$ cat src/rtl/mem_arb_pkg.sv
// Shared types and default widths for the instruction/data memory port arbiter.
package mem_arb_pkg;

  localparam int ADDR_W_DEF = 32;
  localparam int DATA_W_DEF = 32;

  typedef enum logic [1:0] {ST_IDLE, ST_ACCESS, ST_RESP} state_t;
  typedef enum logic {GNT_IF, GNT_D} grant_t;
  typedef enum logic {OP_RD, OP_WR} op_t;

endpackage

$ cat src/rtl/mem_arb_select.sv
// Priority pick between fetch and data requesters with a fetch-starvation counter.
module mem_arb_select
  import mem_arb_pkg::*;
#(
  parameter int STARVE_LIMIT = 4
) (
  input  logic   clk,
  input  logic   rst_n,
  input  logic   arb_en,
  input  logic   if_pend,
  input  logic   d_pend,
  output grant_t gnt
);

  localparam int SC_W = $clog2(STARVE_LIMIT + 1);

  logic [SC_W-1:0] starve_cnt;
  logic [SC_W-1:0] starve_nxt;
  logic            conflict;
  logic            starved;

  always_comb begin
    conflict   = if_pend & d_pend;
    starved    = (starve_cnt == SC_W'(STARVE_LIMIT));
    gnt        = GNT_D;
    if (if_pend && (!d_pend || starved))
      gnt = GNT_IF;
    starve_nxt = starve_cnt;
    if (arb_en && (if_pend || d_pend)) begin
      if (gnt == GNT_IF)
        starve_nxt = '0;
      else if (conflict && !starved)
        starve_nxt = starve_cnt + SC_W'(1);
    end
  end

  always_ff @(posedge clk) begin
    if (!rst_n)
      starve_cnt <= '0;
    else
      starve_cnt <= starve_nxt;
  end

endmodule

$ cat src/rtl/mem_port_arbiter.sv
// Shares one memory port between instruction fetch and load/store; each access
// runs IDLE (grant) -> ACCESS (MEM_LATENCY cycles) -> RESP (ready pulse) -> IDLE.
module mem_port_arbiter
  import mem_arb_pkg::*;
#(
  parameter int ADDR_W       = ADDR_W_DEF,
  parameter int DATA_W       = DATA_W_DEF,
  parameter int MEM_LATENCY  = 1,
  parameter int STARVE_LIMIT = 4
) (
  input  logic              clk,
  input  logic              rst_n,
  input  logic              if_req,
  input  logic [ADDR_W-1:0] if_addr,
  output logic              if_ready,
  output logic [DATA_W-1:0] if_rdata,
  input  logic              d_read,
  input  logic              d_write,
  input  logic [ADDR_W-1:0] d_addr,
  input  logic [DATA_W-1:0] d_wdata,
  output logic              d_ready,
  output logic [DATA_W-1:0] d_rdata,
  output logic [ADDR_W-1:0] mem_addr,
  output logic [DATA_W-1:0] mem_wdata,
  output logic              mem_read,
  output logic              mem_write,
  input  logic [DATA_W-1:0] mem_rdata,
  output logic              stall,
  output logic              proto_err
);

  localparam int CNT_W = (MEM_LATENCY > 1) ? $clog2(MEM_LATENCY) : 1;

  state_t            state, state_nxt;
  grant_t            gnt, gnt_q, gnt_q_nxt;
  op_t               op_q, op_q_nxt;
  logic [CNT_W-1:0]  cnt, cnt_nxt;
  logic [ADDR_W-1:0] addr_nxt;
  logic [DATA_W-1:0] wdata_nxt, if_rdata_nxt, d_rdata_nxt;
  logic              rd_nxt, wr_nxt, if_ready_nxt, d_ready_nxt, proto_err_nxt;
  logic              d_pend;

  assign d_pend = d_read | d_write;
  assign stall  = (if_req & ~if_ready) | (d_pend & ~d_ready);

  mem_arb_select #(
    .STARVE_LIMIT (STARVE_LIMIT)
  ) u_sel (
    .clk     (clk),
    .rst_n   (rst_n),
    .arb_en  (state == ST_IDLE),
    .if_pend (if_req),
    .d_pend  (d_pend),
    .gnt     (gnt)
  );

  always_comb begin
    state_nxt     = state;
    cnt_nxt       = cnt;
    gnt_q_nxt     = gnt_q;
    op_q_nxt      = op_q;
    addr_nxt      = mem_addr;
    wdata_nxt     = mem_wdata;
    rd_nxt        = 1'b0;
    wr_nxt        = 1'b0;
    if_ready_nxt  = 1'b0;
    d_ready_nxt   = 1'b0;
    if_rdata_nxt  = if_rdata;
    d_rdata_nxt   = d_rdata;
    proto_err_nxt = 1'b0;
    case (state)
      ST_IDLE: begin
        if (if_req || d_pend) begin
          state_nxt = ST_ACCESS;
          cnt_nxt   = CNT_W'(MEM_LATENCY - 1);
          gnt_q_nxt = gnt;
          if (gnt == GNT_IF) begin
            addr_nxt = if_addr;
            op_q_nxt = OP_RD;
            rd_nxt   = 1'b1;
          end else begin
            // a simultaneous read+write is treated as a store and flagged
            addr_nxt      = d_addr;
            wdata_nxt     = d_wdata;
            op_q_nxt      = d_write ? OP_WR : OP_RD;
            rd_nxt        = ~d_write;
            wr_nxt        = d_write;
            proto_err_nxt = d_read & d_write;
          end
        end
      end
      ST_ACCESS: begin
        if (cnt == '0) begin
          state_nxt = ST_RESP;
          if (gnt_q == GNT_IF) begin
            if_ready_nxt = 1'b1;
            if_rdata_nxt = mem_rdata;
          end else begin
            d_ready_nxt = 1'b1;
            if (op_q == OP_RD)
              d_rdata_nxt = mem_rdata;
          end
        end else begin
          cnt_nxt = cnt - CNT_W'(1);
          rd_nxt  = mem_read;
          wr_nxt  = mem_write;
        end
      end
      ST_RESP:  state_nxt = ST_IDLE;
      default:  state_nxt = ST_IDLE;
    endcase
  end

  always_ff @(posedge clk) begin
    if (!rst_n) begin
      state     <= ST_IDLE;
      cnt       <= '0;
      gnt_q     <= GNT_IF;
      op_q      <= OP_RD;
      mem_addr  <= '0;
      mem_wdata <= '0;
      mem_read  <= 1'b0;
      mem_write <= 1'b0;
      if_ready  <= 1'b0;
      d_ready   <= 1'b0;
      if_rdata  <= '0;
      d_rdata   <= '0;
      proto_err <= 1'b0;
    end else begin
      state     <= state_nxt;
      cnt       <= cnt_nxt;
      gnt_q     <= gnt_q_nxt;
      op_q      <= op_q_nxt;
      mem_addr  <= addr_nxt;
      mem_wdata <= wdata_nxt;
      mem_read  <= rd_nxt;
      mem_write <= wr_nxt;
      if_ready  <= if_ready_nxt;
      d_ready   <= d_ready_nxt;
      if_rdata  <= if_rdata_nxt;
      d_rdata   <= d_rdata_nxt;
      proto_err <= proto_err_nxt;
    end
  end

endmodule

$ cat config.mk
export PLATFORM = sky130hd
export DESIGN_NAME = mem_port_arbiter
export DESIGN_NICKNAME = d
export VERILOG_FILES = /design/src/rtl/mem_arb_pkg.sv /design/src/rtl/mem_arb_select.sv /design/src/rtl/mem_port_arbiter.sv
export SDC_FILE = /design/constraint.sdc
export NUM_CORES = 1
export LEC_CHECK = 0
export ABC_AREA = 1
export CAP_MARGIN = 20
export CORE_UTILIZATION = 41
export CTS_CLUSTER_DIAMETER = 60
export DETAILED_ROUTE_END_ITERATION = 8
export PLACE_DENSITY_LB_ADDON = 0.2
export RECOVER_POWER = 100
export SYNTH_ARGS = -nofsm -noshare
export SYNTH_HDL_FRONTEND = slang
export SYNTH_SLANG_ARGS = --single-unit
$ cat constraint.sdc
create_clock -name clk -period 1.91 [get_ports clk]
set_input_delay 0.2865 -clock clk [delete_from_list [all_inputs] [get_ports clk]]
set_output_delay 0.2865 -clock clk [all_outputs]
set_load 0.03 [all_outputs]
==> qor.txt, run 1 <==
Static Leakage: 3.96 nW
skew final: 0.00567 ns
Final min period: 1.82 ns
Setup-failing EPs final: 0
Worst EP required: 1.62 ns
Final Hold Fails: 0
H-tree depth: 4
Slew HR: 53.3%
Routability Congestion: 0.788
Setup TNS: 0 ns
Max Slew Vio Count: 0
post-synthesis cell count: 754
diodes inserted: 0
GRT Total Usage: 23.5%
Bufs on Longest Clock Path: 2
Clk pin slew, worst setup/hold paths: 0.06 ns
HPWL Detailed: 11,000 microns
drc violations: 0
synthesized net count: 889
CP cell instances: dlygate4sd3_1
CP endpoint kind: output port
Setup crit start: mem_addr[8]$_SDFFE_PN0P_
vias in the first global route: 5,090
Setup CP Type: reg -> out
I/O pin count: 267
WP buf/inv: 1
Top Usage Layer GRT: met2
WP depth: 1
insertion delay to the later sink of the worst-skew pair: 0.41 ns
Synth Register Bits: 140
power after layout: 8.48 mW
root buffer cell: clkbuf_16
Worst path top cell family by delay: buffers and inverters
initial antenna violation count: 0
CTS tree: built
global-route wire length before repair: 24,800 microns
Overflow after GRT: 0
post-synthesis cell type count: 25
Die ar.: 0.0137 sq mm
Cell Rows: 41
final core occ: 69.0%
# port buffers: 266
synthesis-to-layout area growth: 62.1%
register area share after synthesis: 51.5%
met2 Use GR: 38.5%
largest net degree at the start of global routing: 86
RSZ-0062 raised after global routing: no
R2R Path Start: u_sel.starve_cnt[0]$_SDFFE_PN0P_
Antenna Nets Post-Route: 0
peak supply drop: 0.568 mV
via count of the routed design: 5,647
Core ar.: 0.0128 sq mm
Power Density: 961 mW/mm^2
CTS Buf Count: 17
DRT iter0 DRCs: 479
R2R setup slack: 0.20 ns
# clock sinks: 140
met1 usage: 27.8%
Slew @ Worst Pin: 0.701 ns
warnings from Yosys: 0
syn avg cell area: 7.22 sq um
largest stage delay on the critical path: 0.79 ns
Initial Utilization: 42.6%
CP max-delay cell: dlygate4sd3_1
crit start category: flip-flop
Reg-to-Reg End: mem_wdata[3]$_SDFFE_PN0P_
final WL: 16,000 microns
Nets: 1,146
Post-CTS Setup Bufs: 0
synthesized area: 0.00544 sq mm
crit share post-route: 95.2%
hold crit path type: in -> reg
CP arrival: 1.53 ns
Worst Setup EP: mem_addr[8]
Detailed Routing Iterations Pass 1: 5
Wirelength per Cell: 13.4 microns
Vias per Instance: 4.72
Max Fclk: 550 MHz
post-cts sizing count: 0
outcome: completed
Die Width: 117 microns
Die Ht: 117 microns
Critical Path Fanout Max: 2
max-cap viol count: 0
cell depth of the worst flop-to-flop path: 9
met3 Use GR: 7.83%
fraction of layout cells with a size suffix above 1: 5.47%
CTS Hold Bufs: 0
registers in the layout, indices dropped and copies added, names as in the netlist:
signal            cells
d_rdata              32
d_ready               1
gnt_q                 1
if_rdata             32
if_ready              1
mem_addr             32
mem_read              1
mem_wdata            32
mem_write             1
op_q                  1
proto_err             1
state                 2
u_sel.starve_cnt      3
Yosys cell counts:
| cell type | count | area [sq um] |
|---|---|---|
| inv_1 | 54 | 203 |
| o22ai_1 | 1 | 6.26 |
| buf_4 | 6 | 45.0 |
| buf_2 | 11 | 55.1 |
| nor2_2 | 1 | 6.26 |
| nand2_1 | 107 | 402 |
| o21ai_1 | 10 | 50.1 |
| a21oi_2 | 1 | 8.76 |
| clkinv_1 | 1 | 3.75 |
| o21ai_2 | 1 | 8.76 |
| nand2_4 | 1 | 11.3 |
| or2_2 | 1 | 6.26 |
| nand2_2 | 2 | 12.5 |
| ha_1 | 2 | 25.0 |
| nor2_1 | 195 | 732 |
| inv_4 | 1 | 6.26 |
| nand4_1 | 1 | 6.26 |
| o31ai_1 | 1 | 7.51 |
| a21oi_1 | 48 | 240 |
| nand3_1 | 58 | 290 |
| inv_2 | 3 | 11.3 |
| nor3_1 | 2 | 10.0 |
| clkbuf_1 | 31 | 116 |
| dfxtp_1 | 140 | 2800 |
| o21ai_0 | 75 | 375 |
per-layer routing:
layer / share of wire (%) / vias up
met2: 48 / 198
met4: 3.2 / 0
met5: 0 / -
met3: 7.2 / 35
met1: 42 / 2506
li1: - / 2908
report_power, final:
| part | total (mW) | internal, mW | switching (mW) |
|---|---|---|---|
| clock network | 3.20 | 2.02 | 1.18 |
| registers | 3.30 | 3.18 | 0.117 |
| logic | 1.98 | 0.807 | 1.17 |
| total | 8.48 | 6.01 | 2.47 |
final cells by class:
type | count | area (sq um)
clock buffers | 26 | 489
clock inverters | 6 | 85.1
multi-input cells | 507 | 2190
repair buffers | 286 | 2810
flip-flops and latches | 140 | 2800
well taps | 172 | 215
inverters | 59 | 224
fillers | 1090 | 3950
metrics by stage:
step	setup WS [ns]	instances	hold WS, ns	area (sq um)
after CTS	0.0962	1196	0.285	8860
final	0.0915	1196	0.295	8820
after detailed placement	0.0512	1164	0.452	8280
after global placement	0.108	1164	0.448	8280
after global routing	0.0451	1196	0.320	8820
after floorplan	0.513	754	0.421	5440
cells in the final DEF, fill, tap and decap left out, drive strengths merged, types with 2 or more instances in the layout:
master | Yosys | layout
clkdlybuf4s50 | 0 | 134
nand2 | 110 | 110
dlygate4sd3 | 0 | 130
o21ai | 86 | 86
ha | 2 | 2
bufinv | 0 | 2
buf | 17 | 14
a21oi | 49 | 49
inv | 58 | 58
dfxtp | 140 | 140
clkinvlp | 0 | 2
nor3 | 2 | 2
nor2 | 196 | 196
clkinv | 1 | 3
clkbuf | 31 | 34
nand3 | 58 | 58
kinds of logic (layout without fill, tap and decap cells):
| group | after synthesis | count (layout) | share of synthesized area, % |
|---|---|---|---|
| simple gates | 368 | 368 | 27.1 |
| fa+ha+maj | 2 | 2 | 0.460 |
| flops | 140 | 140 | 51.5 |
| compound gates | 137 | 137 | 12.8 |
| buf+inv | 107 | 377 | 8.09 |
how the worst min path moves through the flow:
| stage | startpoint | endpoint | cells past startpoint |
|---|---|---|---|
| after floorplan | d_read | proto_err$_SDFF_PP0_ | 2 |
| final | rst_n | state[1]$_SDFFE_PN0P_ | 3 |
| after global placement | if_rdata[6]$_SDFFE_PN0P_ | if_rdata[6]$_SDFFE_PN0P_ | 2 |
| after CTS | rst_n | state[1]$_SDFFE_PN0P_ | 3 |
| after detailed placement | if_rdata[28]$_SDFFE_PN0P_ | if_rdata[28]$_SDFFE_PN0P_ | 2 |
| after global routing | rst_n | if_ready$_SDFF_PP0_ | 3 |
No activity file was read; power rests on OpenSTA's default activity.
==> run 2, diff against run 1 <==
==> constraint.sdc (replaced) <==
create_clock -name clk -period 2.09 [get_ports clk]
set_input_delay 0.3135 -clock clk [delete_from_list [all_inputs] [get_ports clk]]
set_output_delay 0.3135 -clock clk [all_outputs]
set_load 0.03 [all_outputs]
==> qor.txt, run 2 (synthesis results as in run 1) <==
Critical Path Fanout Max: 2 (unchanged)
most frequent cells in the layout: 196 x nor2_1, 140 x dfxtp_1, 133 x dlygate4sd3_1 (was 195 x nor2_1, 140 x dfxtp_1, 134 x clkdlybuf4s50_1)
Clk pwr share: 39.9% (was 37.7%)
Post-CTS Setup Bufs: 0 (unchanged)
Core ar.: 0.0128 sq mm (unchanged)
R2R setup slack: 0.31 ns (was 0.20 ns)
max-cap viol count: 0 (unchanged)
Slew HR: 52.6% (was 53.3%)
Reg power frac: 37.7% (was 38.9%)
Cell Rows: 41 (unchanged)
skew final: 0.0127 ns (was 0.00567 ns)
Die ar.: 0.0137 sq mm (unchanged)
# port buffers: 266 (unchanged)
CTS tree: built (unchanged)
Hold Path Sink: if_ready$_SDFF_PP0_ (was state[1]$_SDFFE_PN0P_)
CP cell instances: dlygate4sd3_1 (unchanged)
global-route wire length before repair: 24,300 microns (was 24,800 microns)
synthesis-to-layout area growth: 62.6% (was 62.1%)
Routability Congestion: 0.771 (was 0.788)
cell depth of the worst flop-to-flop path: 9 (unchanged)
DRT iter0 DRCs: 435 (was 479)
post-cts sizing count: 0 (unchanged)
Overflow after GRT: 0 (unchanged)
CP endpoint kind: output port (unchanged)
Clk pin slew, worst setup/hold paths: 0.05 ns (was 0.06 ns)
final core occ: 69.3% (was 69.0%)
P_int: 5.67 mW (was 6.01 mW)
proportion of power drawn by combinational gates: 22.4% (was 23.4%)
largest net degree at the start of global routing: 86 (unchanged)
Min Hold Slack: 0.371 ns (was 0.295 ns)
crit share post-route: 89.1%
peak supply drop: 0.532 mV (was 0.568 mV)
pre-CTS WS: 0.210 ns (was 0.0512 ns)
CP max-delay cell: dlygate4sd3_1 (unchanged)
largest stage delay on the critical path: 0.80 ns (was 0.79 ns)
RSZ-0062 raised after global routing: no (unchanged)
Static Leakage: 3.97 nW (was 3.96 nW)
Bufs on Longest Clock Path: 2 (unchanged)
Setup TNS: 0 ns (unchanged)
setup ws final: 0.228 ns (was 0.0915 ns)
Setup CP Type: reg -> out (unchanged)
insertion delay to the later sink of the worst-skew pair: 0.41 ns (about the same)
final WL: 15,600 microns (was 16,000 microns)
sw frac: 29.1% (about the same)
Worst path top cell family by delay: buffers and inverters (unchanged)
Nets: 1,143 (was 1,146)
vias in the first global route: 4,938 (was 5,090)
Reg-to-Reg End: mem_wdata[31]$_SDFFE_PN0P_ (was mem_wdata[3]$_SDFFE_PN0P_)
Detailed Routing Iterations Pass 1: 5 (unchanged)
# clock sinks: 140 (unchanged)
WP buf/inv: 1 (unchanged)
Final Hold Fails: 0 (unchanged)
crit start category: flip-flop (unchanged)
CP arrival: 1.55 ns (was 1.53 ns)
CTS Buf Count: 17 (unchanged)
hold depth: 3 (unchanged)
HPWL Detailed: 10,800 microns (was 11,000 microns)
Slew @ Worst Pin: 0.711 ns (was 0.701 ns)
CTS Hold Bufs: 0 (unchanged)
H-tree depth: 4 (unchanged)
Initial Utilization: 42.6% (unchanged)
fraction of layout cells with a size suffix above 1: 5.29% (was 5.47%)
HP Start: rst_n (unchanged)
Max Slew Vio Count: 0 (unchanged)
fill count: 1,051 (was 1,090)
Setup crit start: if_ready$_SDFF_PP0_ (was mem_addr[8]$_SDFFE_PN0P_)
Power Density: 903 mW/mm^2 (was 961 mW/mm^2)
commonest non-fill, non-tap cell in the layout: nor2_1 (unchanged)
drc violations: 0 (unchanged)
I/O pin count: 267 (unchanged)
Vias per Instance: 4.67 (was 4.72)
Worst EP required: 1.78 ns (was 1.62 ns)
Antenna Nets Post-Route: 0 (unchanged)
initial antenna violation count: 0 (unchanged)
Switch Pwr: 2.33 mW (was 2.47 mW)
GRT Total Usage: 23.2% (was 23.5%)
hold crit path type: in -> reg (unchanged)
Max Fclk: 537 MHz
outcome: completed (unchanged)
Final min period: 1.86 ns
via count of the routed design: 5,563 (was 5,647)
Wirelength per Cell: 13.1 microns (was 13.4 microns)
Die Ht: 117 microns (unchanged)
diodes inserted: 0 (unchanged)
R2R Path Start: u_sel.starve_cnt[1]$_SDFFE_PN0P_ (was u_sel.starve_cnt[0]$_SDFFE_PN0P_)
Setup-failing EPs final: 0 (unchanged)
root buffer cell: clkbuf_16 (unchanged)
Die Width: 117 microns (unchanged)
==> run 2: changes by cell type in the layout (fill, tap and decap cells not counted), moves of 3 or more <==
| cell | before | now |
|---|---|---|
| clkbuf_2 | 6 | 2 |
| dlygate4sd3_1 | 130 | 133 |
| clkdlybuf4s50_1 | 134 | 131 |
| inv_6 | 0 | 3 |
| clkbuf_1 | 7 | 2 |
==> run 2: cell type report <==
cell class	instances	area, sq um	area share [%]
inverters	59	224	2.53
flip-flops and latches	140	2800	31.7
well taps	172	215	2.43
clock buffers	18	439	4.96
multi-input cells	507	2180	24.7
repair buffers	283	2800	31.6
clock inverters	13	190	2.15
==> run 2: power groups by stage <==
| stage | registers (mW) | logic, mW | clock network (mW) |
|---|---|---|---|
| 2_1_floorplan | 3.52 | 0.585 | 0 |
| 3_3_place_gp | 3.08 | 1.87 | 0 |
| 3_5_place_dp | 3.08 | 1.88 | 0 |
| 4_1_cts | 3.02 | 1.89 | 3.26 |
| 5_1_grt | 3.04 | 1.95 | 3.38 |
| 6_report | 3.01 | 1.79 | 3.19 |
==> run 2: metal layers <==
layer / vias up / track usage [%] / share of wire (%)
met5: - / 0 / 0
met4: 0 / 9.79 / 2.4
met3: 23 / 6.90 / 7.4
met2: 207 / 38.6 / 49
met1: 2432 / 27.8 / 41
li1: 2901 / - / -
==> run 2: worst max-delay path by stage <==
stage	end	cells past startpoint
2_1_floorplan	mem_wdata[22]$_SDFFE_PN0P_	9
3_3_place_gp	mem_wdata[5]$_SDFFE_PN0P_	9
3_5_place_dp	mem_wdata[22]$_SDFFE_PN0P_	9
4_1_cts	mem_addr[20]	1
5_1_grt	mem_wdata[31]$_SDFFE_PN0P_	9
6_report	if_ready	1
==> run 2: stage by stage <==
step | total power, mW | area (sq um) | cells
2_1_floorplan | 4.10 | 5440 | 754
3_3_place_gp | 4.95 | 8250 | 1161
3_5_place_dp | 4.96 | 8250 | 1161
4_1_cts | 8.17 | 8880 | 1192
5_1_grt | 8.36 | 8850 | 1192
6_report | 8.00 | 8850 | 1192
==> patch 1, RTL diff (config.mk and constraints of run 1) <==
Change the package constant `ADDR_W_DEF` from 32 to 40.
--- a/src/rtl/mem_arb_pkg.sv
+++ b/src/rtl/mem_arb_pkg.sv
@@ -3,3 +3,3 @@
 
-  localparam int ADDR_W_DEF = 32;
+  localparam int ADDR_W_DEF = 40;
   localparam int DATA_W_DEF = 32;
Interface: changed (resized d_addr, if_addr and mem_addr); port bits go from 267 to 291. The function was not compared with the original's and may differ.
==> patch 1 against run 1 <==
  * Area after synthesis grew 15%
  * Setup slack lost 0.0074 ns
  * Synthesized cell count up 20%
  * Total power grew 7.7%
  * Largest power group unchanged
  * Design area up 12%
  * Critical path depth stayed put
  * Sequential power is 6.1% higher
  * Clock power is 4% higher
  * Highest routed layer unchanged
  * Critical endpoint is now d_rdata[31]
  * Non-clock buffer count up 27
  * Sequential share of layout area down 1.8 points
  * Via count grew 16%
  * Routed wire length rose by 16%
  * Sequential cell count rose by 8
  * The flow now finishes with violations (DRC)
  * Combinational power rose by 16%
  * Largest cell class unchanged
==> patch 1: results (changes against run 1) <==
async_flop_share_pct: 0  # unchanged
grt_usage_pct: 23.7  # +0.14 points
cp_slowest_stage_delay_ns: 0.81  # +0.02 ns
clkTransAtPathRegs_ns: 0.06  # about the same
leakage_nw: 4.58  # +16%
postCtsSetupRepairBufs: 0  # unchanged
layout-drive-gt1-share_pct: 5.24  # -0.23 points
ant_nets: 0  # unchanged
wl_per_cell_um: 13.5  # +1.1%
yosysUniqueCellTypes: 20  # -20%
violations: "DRC"
cts_buffer_depth: 2  # unchanged
wl_met2_um: 8550  # +12%
outcome: "finished with violations"
firstDrtPassIters: 9  # +4
largest_reg_flops: 40
synth_common_cells: "219 x nor2_1, 148 x dfxtp_1, 118 x nand2_1, 106 x nand3_1, 82 x inv_1"
crit_family: "buffers and inverters"
yosys_warnings: 0  # unchanged
grt_pass1_wl_um: 29800  # +20%
p_sw_share_pct: 29.9  # +0.77 points
hpwl_um: 12700  # +16%
syn_nets: 1056  # +19%
synthFlopType: "dfxtp_1"
fill_cells: 1311  # +20%
drt_iter0_drc: 370  # -23%
antenna_found_initial: 1  # +1
synth_area_leaders: "dfxtp_1 47%, nor2_1 13%, nand3_1 8.5%, nand2_1 7.1%, a21oi_1 6.2%"
cp_max_fo: 2  # unchanged
nNetsFinal: 1321  # +15%
grt_pass1_vias: 6002  # +18%
synth-seq-area-share_pct: 47.3  # -4.2 points
hold_class: "input pin to flip-flop"
clockRootBuffer: "clkbuf_16"
slowest_stage: "dlygate4sd3_1"
relSlewSlack_pct: 56.4  # +3.1 points
htree_levels: 4  # unchanged
viasPerCell: 4.78  # +1.2%
gp_congestion: 0.817  # +3.7%
highest_layer: "met4"
wl_met3_um: 1570  # +36%
wl_met1_um: 7740  # +16%
arrival_ns: 1.54
drc: 19  # +19
clock_skew_ns: 0.00900  # +0.00334 ns
portBuffers: 290  # +9.0%
ir_drop_uv: 697  # +23%
grt_max_degree: 107  # +24%
place_ws_ns: 0.0949  # +0.0437 ns
cts_buffers: 17  # unchanged
patch 1: cell types whose count changed after synthesis, moves of 8 or more:
cell            run 1  this run
inv_1              54        82
dfxtp_1           140       148
buf_2              11        24
o21ai_1            10         2
nor2_1            195       219
a21oi_1            48        77
nand2_1           107       118
buf_6               0         8
nand3_1            58       106
patch 1: area by class of cell:
type	count	share of cell area, %
Multi-Input combinational cell	604	26.7
Timing Repair Buffer	313	31.6
Clock buffer	24	5.08
Clock inverter	8	0.988
Inverter	86	3.27
Tap cell	184	2.33
Sequential cell	148	30.0
Antenna cell	1	0.0253
patch 1: cells by family (layout without fill, tap and decap cells):
group	Yosys count	count (layout)	synth area share [%]
flip-flops	148	148	47.3
buffers and inverters	153	431	10.6
AO/OA/AOI/OAI	155	155	12.6
adder cells (fa/ha/maj)	2	2	0.399
other	0	1	0
AND/OR/NAND/NOR	447	447	29.1
patch 1: worst reg2reg max path, stage by stage, from the launching register on:
cell and delay, ns:
dfxtp_1 0.35, inv_1 0.06, ha_1 0.18, nand2_1 0.15, o21ai_4 0.10, buf_12 0.17, buf_4 0.25, nand3_1 0.10
nand2_1 0.05, nor2_1 0.11, nor2_1 0.05
patch 1: worst paths after layout:
check                                     end                             start  depth (start not counted)  slack (ns)
min          u_sel.starve_cnt[1]$_SDFFE_PN0P_                            if_req                          5        0.39
max                               d_rdata[31]          d_rdata[31]$_SDFFE_PN0P_                          1        0.08
min reg2reg          if_rdata[2]$_SDFFE_PN0P_          if_rdata[2]$_SDFFE_PN0P_                          2        0.45
max reg2reg         mem_addr[21]$_SDFFE_PN0P_  u_sel.starve_cnt[0]$_SDFFE_PN0P_                         10        0.26
patch 1: layer usage:
layer / GRT usage (%) / vias up
met5: 0 / -
met4: 12.1 / 0
met3: 7.01 / 42
met2: 38.5 / 246
met1: 28.4 / 2859
li1: - / 3390
patch 1: per-stage QoR:
stage,cells,cell area [um^2],utilization (%),hold WS [ns]
2_1_floorplan,905,6260,-,0.399
3_3_place_gp,1335,9320,63.4,0.445
3_5_place_dp,1335,9320,63.4,0.449
4_1_cts,1367,9920,67.5,0.379
5_1_grt,1368,9880,67.2,0.415
6_report,1368,9880,67.2,0.391
patch 1: power groups by stage:
stage,Clock [mW],Sequential [mW],Combinational (mW)
4_1_cts,3.38,3.52,2.42
6_report,3.33,3.50,2.30
3_5_place_dp,0,3.58,2.41
5_1_grt,3.53,3.54,2.50
3_3_place_gp,0,3.57,2.39
2_1_floorplan,0,4.10,0.823
==> patch 2, RTL diff (config.mk and constraints of run 1) <==
Without the edit above. Register the output `proto_err` once more, with the module's reset; this adds one clock of latency there. The other outputs are not delayed to match.
--- a/src/rtl/mem_port_arbiter.sv
+++ b/src/rtl/mem_port_arbiter.sv
@@ -32,2 +32,4 @@
   localparam int CNT_W = (MEM_LATENCY > 1) ? $clog2(MEM_LATENCY) : 1;
+
+  logic proto_err_s0;
 
@@ -127,3 +129,3 @@
       d_rdata   <= '0;
-      proto_err <= 1'b0;
+      proto_err_s0 <= 1'b0;
     end else begin
@@ -141,3 +143,11 @@
       d_rdata   <= d_rdata_nxt;
-      proto_err <= proto_err_nxt;
+      proto_err_s0 <= proto_err_nxt;
+    end
+  end
+
+  always_ff @(posedge clk) begin
+    if (!rst_n) begin
+      proto_err <= '0;
+    end else begin
+      proto_err <= proto_err_s0;
     end
Check against the original RTL: not equivalent (Yosys sat finds a counterexample within 4 cycles, from zero or initial values and one cycle with rst_n low).
==> patch 2 against run 1 <==
  * Sequential share of layout area decreased by 0.26 points
  * Area after synthesis grew 0.28%
  * Design area grew 1.6%
  * Routed wire length decreased by 0.31%
  * Sequential cell count increased by 1
  * Critical path depth stayed put
  * Setup slack gained 0.014 ns
  * Total power up 5.9%
  * Clock power is 14% higher
  * Critical endpoint is now mem_wdata[22]
  * Highest routed layer unchanged
==> patch 2: results (changes against run 1) <==
outcome: "completed"
synthCells: 757  # +0.40%
synth_common_cells: "195 x nor2_1, 141 x dfxtp_1, 109 x nand2_1, 80 x o21ai_0, 58 x nand3_1"
syn_nets: 892  # +0.34%
drc: 0  # unchanged
synthFlopType: "dfxtp_1"
cp_max_fo: 2  # unchanged
clock_latency_ns: 0.41  # about the same
portBuffers: 266  # unchanged
relSlewSlack_pct: 47.0  # -6.3 points
grt_pass1_vias: 5328  # +4.7%
via_count: 5652  # +0.089%
placed_cell_area_um2: 8360  # +0.88%
wl_met2_um: 7550  # -1.2%
hpwl_um: 11400  # +3.6%
ir_drop_uv: 622  # +9.6%
antenna_cells: 0  # unchanged
wl_met1_um: 6760  # +1.1%
layout-drive-gt1-share_pct: 5.45  # -0.021 points
cts-resized-gates: 0  # unchanged
dp_cells: 1171  # +0.60%
place_ws_ns: 0.116  # +0.0647 ns
drt_iter0_drc: 352  # -27%
cp_slowest_stage_delay_ns: 0.80
final_cells: 1200  # +0.33%
highest_layer: "met4"
htree_levels: 4  # unchanged
cts_buffer_depth: 2  # unchanged
synth_area_leaders: "dfxtp_1 52%, nor2_1 13%, nand2_1 7.5%, o21ai_0 7.3%, nand3_1 5.3%"
firstDrtPassIters: 4  # -1
grt_pass1_wl_um: 26200  # +5.6%
clock_skew_ns: 0.00635  # +0.000680 ns
fill_cells: 1067  # -2.1%
leakage_nw: 4.05  # +2.2%
slowest_stage: "dlygate4sd3_1"
yosys_warnings: 0  # unchanged
cts_buffers: 17  # unchanged
wl_met3_um: 1030  # -11%
hold_class: "input pin to flip-flop"
startpoint: "mem_wdata[22]$_SDFFE_PN0P_"
grt_max_degree: 54  # -37%
antenna_found_initial: 0  # unchanged
arrival_ns: 1.52
gp_congestion: 0.795  # +0.95%
postCtsSetupRepairBufs: 0  # unchanged
synth-seq-area-share_pct: 51.7  # +0.23 points
r2r-start: "u_sel.starve_cnt[0]$_SDFFE_PN0P_"
wl_per_cell_um: 13.3  # -0.64%
yosysUniqueCellTypes: 23  # -8.0%
grt_usage_pct: 23.5  # about the same
patch 2: cell types whose count changed after synthesis:
| cell | change |
|---|---|
| dfxtp_1 | +1 |
| a21oi_2 | -1 |
| inv_4 | -1 |
| inv_1 | +1 |
| buf_2 | +1 |
| buf_1 | +2 |
| nand2_1 | +2 |
| clkbuf_1 | -3 |
| o21ai_0 | +5 |
| inv_2 | +1 |
| nand2_4 | -1 |
| o21ai_1 | -5 |
| a21oi_1 | +1 |
patch 2: cells by family (layout without fill, tap and decap cells):
kind of cell,Yosys count,in the layout,synth area share [%]
AOI/OAI and AO/OA,137,137,12.7
and+or+nand+nor,369,369,27.0
buffers and inverters,108,379,8.12
DFF,141,141,51.7
adders and majority gates,2,2,0.459
patch 2: layout make-up:
cell class              count  area (um^2)  area share [%]
repair buffers            290         2850            31.8
flip-flops and latches    141         2820            31.5
multi-input cells         508         2180            24.4
clock buffers              22          474            5.29
inverters                  60          225            2.51
well taps                 172          215            2.40
clock inverters             7          185            2.07
patch 2: path summary, 6_finish.rpt:
check	depth (start not counted)	slack [ns]	to
min reg2reg	2	0.41	proto_err$_SDFF_PN0_
min	3	0.30	state[1]$_SDFFE_PN0P_
max reg2reg	8	0.25	op_q$_SDFFE_PN0P_
max	1	0.11	mem_wdata[22]
patch 2: where the power goes:
| group | internal (mW) | switching [mW] | leakage (nW) |
|---|---|---|---|
| clock network | 2.53 | 1.13 | 0.322 |
| logic | 0.820 | 1.18 | 2.57 |
| registers | 3.20 | 0.114 | 1.16 |
patch 2: metal layers:
| metal | up-vias | GRT usage (%) |
|---|---|---|
| met2 | 216 | 39.3 |
| li1 | 2919 | - |
| met3 | 40 | 6.27 |
| met1 | 2477 | 27.4 |
| met4 | 0 | 12.7 |
| met5 | - | 0 |
